==> src/rtl/control_unit.sv <==
// Multicycle FETCH/EXEC sequencer for the 8-bit accumulator datapath: owns pc, ir, flags and load enables.
// Optional retired-instruction counter enabled by defining CTRL_ICOUNT_EN; otherwise icount is tied to zero.
module control_unit #(
  parameter int PC_WIDTH = 4
) (
  input  logic                clk,
  input  logic                rst,
  input  logic                run,
  input  logic                step,
  input  logic [8:0]          imem_data,
  input  logic [7:0]          alu_out,
  input  logic                alu_carry,
  output logic [PC_WIDTH-1:0] pc,
  output logic [8:0]          ir,
  output logic                load_a,
  output logic                load_b,
  output logic                flag_z,
  output logic                flag_c,
  output logic                busy,
  output logic                halted,
  output logic [15:0]         icount
);

  typedef enum logic [1:0] {IDLE, FETCH, EXEC, HALTED} state_t;

  state_t              state_reg, state_next;
  logic                single_reg, single_next;
  logic [PC_WIDTH-1:0] pc_reg, pc_next;
  logic [8:0]          ir_reg;
  logic                z_reg, c_reg;
  logic                is_data, is_halt, take_jump;
  logic [PC_WIDTH-1:0] target;

  assign target = PC_WIDTH'(ir_reg[3:0]);

  // Instruction decode from the registered ir
  always_comb begin
    is_data   = (ir_reg[7:6] != 2'b00);
    is_halt   = !is_data && (ir_reg[5:4] == 2'b11);
    take_jump = 1'b0;
    if (!is_data) begin
      case (ir_reg[5:4])
        2'b01:   take_jump = 1'b1;
        2'b10:   take_jump = ir_reg[8] ? !z_reg : z_reg;
        default: take_jump = 1'b0;
      endcase
    end
  end

  always_comb begin
    state_next  = state_reg;
    single_next = single_reg;
    pc_next     = pc_reg;
    case (state_reg)
      IDLE: begin
        if (run) begin
          state_next  = FETCH;
          single_next = 1'b0;
        end else if (step) begin
          state_next  = FETCH;
          single_next = 1'b1;
        end
      end
      FETCH: state_next = EXEC;
      EXEC: begin
        if (!is_halt)
          pc_next = take_jump ? target : pc_reg + PC_WIDTH'(1);
        if (is_halt)
          state_next = HALTED;
        else if (single_reg || !run)
          state_next = IDLE;
        else
          state_next = FETCH;
      end
      HALTED:  state_next = HALTED;
      default: state_next = IDLE;
    endcase
  end

  always_ff @(posedge clk) begin
    if (rst) begin
      state_reg  <= IDLE;
      single_reg <= 1'b0;
      pc_reg     <= '0;
      ir_reg     <= '0;
      z_reg      <= 1'b0;
      c_reg      <= 1'b0;
    end else begin
      state_reg  <= state_next;
      single_reg <= single_next;
      if (state_reg == FETCH)
        ir_reg <= imem_data;
      if (state_reg == EXEC) begin
        pc_reg <= pc_next;
        // Control instructions leave the flags untouched
        if (is_data) begin
          z_reg <= (alu_out == 8'h00);
          c_reg <= alu_carry;
        end
      end
    end
  end

`ifdef CTRL_ICOUNT_EN
  logic [15:0] icount_reg;
  always_ff @(posedge clk) begin
    if (rst)
      icount_reg <= '0;
    else if (state_reg == EXEC && icount_reg != 16'hFFFF)
      icount_reg <= icount_reg + 16'd1;
  end
  assign icount = icount_reg;
`else
  assign icount = 16'h0000;
`endif

  assign pc     = pc_reg;
  assign ir     = ir_reg;
  assign flag_z = z_reg;
  assign flag_c = c_reg;
  assign busy   = (state_reg == FETCH) || (state_reg == EXEC);
  assign halted = (state_reg == HALTED);
  // Enables are gated by rst so a reset cycle never loads the datapath
  assign load_a = (state_reg == EXEC) && ir_reg[6] && !rst;
  assign load_b = (state_reg == EXEC) && ir_reg[7] && !rst;

endmodule

==> config.mk <==
export PLATFORM = sky130hd
export DESIGN_NAME = control_unit
export DESIGN_NICKNAME = d
export VERILOG_FILES = /design/src/rtl/control_unit.sv
export SDC_FILE = /design/constraint.sdc
export NUM_CORES = 1
export LEC_CHECK = 0
export BUFFER_PORTS_ARGS = -buffer_cell sky130_fd_sc_hd__buf_2
export CAP_MARGIN = 15
export CORE_MARGIN = 2
export CORE_UTILIZATION = 44
export CTS_CLUSTER_DIAMETER = 50
export DETAILED_ROUTE_END_ITERATION = 10
export PLACE_DENSITY = 0.88
export SLEW_MARGIN = 0
export SYNTH_ARGS = -nofsm -noshare
export SYNTH_HDL_FRONTEND = slang
export SYNTH_SLANG_ARGS = --single-unit
==> constraint.sdc <==
create_clock -name clk -period 1.89 [get_ports clk]
set_input_delay 0.378 -clock clk [delete_from_list [all_inputs] [get_ports clk]]
set_output_delay 0.378 -clock clk [all_outputs]
set_load 0.02 [all_outputs]
Yosys cells after proc, flatten, opt, wreduce, memory -nomap -nowiden --
Cells that the tools add are included.
Storage, ports and cells: memories kept 0, latch bits 0, bits in read-only memories 0, word-level logic and storage cells 44, bits in writable memories 0, flip-flop bits (word level) 18, input bits 22
Operators by class: bitwise operators 1, add/subtract/negate cells 1, div/mod/pow operators 0, equality and inequality tests 7, reduce and logical (&&, ||, !) cells 18, $lt $le $gt $ge 0, multiply operators 0, shift operators 0, multiplexer cells 11
Operators by type and width (number):
- $eq A2 B2 Y1 const B | 4
- $logic_not A8 Y1 | 1
- $pmux W2 S4 | 1
- $mux W2 | 3
- $reduce_and A2 Y1 | 3
- $logic_and A1 B1 Y1 | 5
- $mux W1 | 5
- $add A4 B1 Y4 const B | 1
- $eq A2 B1 Y1 const B | 2
- $logic_not A1 Y1 | 4
- $mux W4 | 1
- $reduce_bool A2 Y1 | 2
- $ne A3 B3 Y1 const B | 1
- $logic_not A2 Y1 | 1
- $logic_or A1 B1 Y1 | 2
- $pmux W1 S2 | 1
- $not A1 Y1 | 1

Depth between registers and ports, before layout --
depth in word-level cells 5, mapped depth 6, depth with buffers taken out 6

Worst setup path before layout --
No wires, ideal clock.
kind reg-to-reg, from reg ir_reg[4] (netlist: ir[4]), to reg pc_reg[1] (netlist: pc[1]), arrival 1.754 ns, clock period less this slack 1.885 ns, cell stages (with the launch flop) 7, buffers on the path 0, slack 0.005 ns, cell sequence dfxtp_1 -> inv_1 -> ha_1 -> or3_4 -> a211oi_4 -> mux2i_1 -> a211oi_2
Between the ends: word-level cells in the longest chain between the ends 4, elaborated cells between the ends (all ways) 9
RTL lines:
- from (decl) | RTL line 29 | logic [8:0] ir_reg;
- from (signal assigned) | RTL line 92 | ir_reg <= imem_data;
- $eq A2 B2 Y1 (tied with other cells) | RTL line 42 | case (ir_reg[5:4])
- $pmux W1 S2 or $logic_and A1 B1 Y1 (tied branches) | RTL line 42, 39
- $mux W1 or $not A1 Y1 (tied branches)
- $mux W4 or $reduce_and A2 Y1 (tied branches)
- to (signal assigned) | RTL line 94 | pc_reg <= pc_next;
- to (decl) | RTL line 28 | logic [PC_WIDTH-1:0] pc_reg, pc_next;
Parallel ways exist; a longest one is shown, timed or not. A chain may end at the register's enable or synchronous reset.

Worst setup path in the final report --
from reg ir_reg[4] (netlist: ir[4]), to reg pc_reg[0] (netlist: pc[0])
Same word-level chain as after synthesis.

==> results by group <==
Synth
  – #FFs+latches synth: 18
  – Largest family of logic cells by synthesized area: simple AND/OR/NAND/NOR gates
  – Complex-gate fraction of the synthesized area: a little under an eighth
  – Area contributors post-synth: dfxtp_1, buf_4, ha_1
  – Synth Area in Simple Gates: between 10% and 20%
  – Syn. warnings: 0
  – Leading area contributor after synthesis: dfxtp_1
  – Mux cell area share after synthesis: 10.23%
  – Cell area after synthesis: between 1000 and 1500 µm²
  – Register area share after synthesis: around a third
  – Yosys top cell area share: between 30% and 40%
  – Synth Area in XOR/XNOR: less than 1%
  – Post-Synth Adder-Cell Area: around a tenth
  – Cell variety after synth: 34
  – Post-Syn Area per Cell: between 9 and 10 µm²
  – Syn Inst Count: roughly 120

Die
  – Rows: 17
  – Core box area: approximately 2300 µm²
  – Die W: approximately 53 µm
  – I/O pins: between 50 and 60
  – Die ar.: 2857 µm²
  – Starting Density: 47.72%
  – Die H: between 50 and 60 µm

Layout
  – Fillcell total: between 150 and 200
  – Max reg flops: 9
  – Share of cells above drive strength 1: about a third
  – Area Overhead vs Synth: 20.12%
  – Most frequent cells in the layout: buf_2, conb_1, dfxtp_1
  – ANT cells: 0
  – Commonest non-fill, non-tap cell in the layout: buf_2
  – Final net count: around 190

Routing
  – Highest routed layer: met4
  – WL per Instance: 11.50 µm
  – Routed Wire Length: about 2200 µm
  – WL met3: around 170 µm
  – Met1 wire length: approximately 900 µm
  – First-pass detailed-route iteration total: 4
  – Vias/cell: about 5
  – Vias: approximately 930
  – Detailed Route Iter0 Violations: 21
  – Post-route DRC violation count: 0
  – Antenna-violating nets left: 0
  – Met2 wire length: between 1000 and 1500 µm

Critical path
  – Crit-path cells: inv_1, ha_1, or3_4, a211oi_4, buf_4, nand3_1, a31oi_1
  – Reg2reg setup slack: just over 80 ps
  – Crit path capture type: flip-flop
  – CP Max Fanout: 5
  – Critical path arrival: between 2000 and 2500 ps
  – R2R Path Start: ir[4]
  – Critical Path Source: ir[4]
  – Critical-path top delay cell: dfxtp_2
  – Startpoint types: flip-flop
  – Critical path's largest stage delay: around 390 ps
  – Worst EP required: between 2000 and 2500 ps
  – Critical path class: flip-flop to flip-flop

Global route
  – First-pass GRT wire length: between 3000 and 4000 µm
  – Pin count of the biggest net entering global routing: 21
  – GR Overflow Total: 0
  – Overall Global Routing Usage: ~17%
  – Initial antenna violation count: 0
  – Vias in the first global route: about 850

Power
  – Sw power: 353.0 µW
  – Int Power: roughly 660 µW
  – Pwr Density: 785.6 nW/µm²
  – Clock power frac: between 20% and 30%
  – Max VDD drop: just under 0.0005 V
  – Comb pwr share: a little under a third
  – Tot Pwr: about 1.0 mW
  – Sequential share of power: around 45%
  – Leak: 0.6242 nW
  – Switch share: between 30% and 40%

CTS
  – H-Tree Depth: 1
  – Max Root-Sink Buffers: 2
  – Reg clk slew, reported paths: 100 ps
  – Num CTS Buffers: 3
  – CTS sink cnt: 18
  – Clock latency on the worst-skew pair: a little under 300 ps
  – CTS Root Cell: clkbuf_4
  – CTS tree: yes

STA
  – Final Max Tran Viols: 0
  – Final worst-path cycle share: between 90% and 100%
  – Highest clock rate: approximately 0.55 GHz
  – RSZ-0062 raised after global routing: false
  – Endpoints failing hold: 0
  – Clk_skew: ~3.9 ps
  – Tmin final: ~1800 ps
  – Fin Setup TNS: 0 ps
  – Worst rel slew slack: around 65%
  – # setup viols final: 0
  – Worst-Margin Slew: roughly 530 ps

Job
  – Number of max-cap violations: 0

Placed design
  – I/O Buffers: 40
  – Hpwl dp: 1666 µm
  – Placer Congestion: 0.7120

Outcome
  – Status: finished clean

Hold path
  – Hold Crit Start: run
  – Hold Path Class: input port to flip-flop
path summary, 6_finish.rpt:
| kind | cells past startpoint | endpoint |
|---|---|---|
| max reg2reg | 7 | pc[0] |
| min reg2reg | 2 | flag_z |
| max | 7 | pc[0] |
| min | 2 | single_reg |
cell usage after synthesis:
cell type,n
nor3_1,1
a31oi_1,5
a21oi_1,2
and2_1,1
mux2i_1,11
and3b_2,1
or3_1,2
or4_1,3
a211oi_4,1
or3b_2,1
dfxtp_1,18
a211oi_2,1
nand2b_1,1
o21ai_1,1
buf_4,16
and3b_1,1
nor2_1,14
conb_1,1
or3_4,1
nand2_1,4
nand4b_1,1
inv_1,6
a21boi_0,1
nand3_1,3
a21o_1,1
a311oi_1,1
nor3b_1,1
ha_1,9
a221oi_1,1
nand3b_1,1
xnor2_1,1
clkbuf_1,3
o21ba_2,1
a211oi_1,1
critical path: cells and delay by family, from the launching register on:
| family | cells | cell delay (ps) |
|---|---|---|
| compound gates | 2 | 430 |
| simple gates | 2 | 410 |
| flops | 1 | 390 |
| fa+ha+maj | 1 | 280 |
| buf+inv | 2 | 230 |
final cells by class:
cell class	instances	area (µm²)	area share, %
clock buffer	4	36.28	2.807
multi-input combinational	89	620.6	48.02
tap	28	35.03	2.711
inverter	6	22.52	1.742
sequential	18	362.8	28.07
timing repair buffer	42	215.2	16.65
layer usage:
metal	GRT usage (%)	up-vias
met2	30.66	52
met5	0	-
met4	6.410	0
li1	-	457
met1	20.14	419
met3	3.107	3
kinds of logic after synthesis:
kind of cell | count (synthesis)
simple gates | 36
buf+inv | 25
flops | 18
compound gates | 16
mux | 11
fa+ha+maj | 9
other cells | 1
xor+xnor | 1
through the flow:
step	worst slack [ps]	std cells	hold WS, ps	area (µm²)	utilization [%]
floorplan	5.071	132	478.1	1132	-
global placement	104.4	181	474.2	1236	54.83
detailed placement	10.83	181	487.9	1236	54.83
CTS	27.71	187	285.8	1287	57.10
global route	12.79	187	287.1	1292	57.33
finish	82.97	187	285.3	1292	57.33
power by group through the flow:
stage / Sequential [mW] / Clock, mW / Combinational [mW]
2_1_floorplan: 0.495 / 0 / 0.224
3_3_place_gp: 0.462 / 0 / 0.307
3_5_place_dp: 0.466 / 0 / 0.319
4_1_cts: 0.458 / 0.238 / 0.322
5_1_grt: 0.466 / 0.260 / 0.356
6_report: 0.459 / 0.237 / 0.320
what timing repair did:
action / 4_1_cts / 5_1_grt
pin swaps: 1 / 0
setup endpoints to repair: 1 / 6
cloned: 0 / 0
resized for setup: 0 / 3
hold buffers: 0 / 0
buffers inserted: 2 / 0
Note: power is estimated with default switching activity, not from simulation.
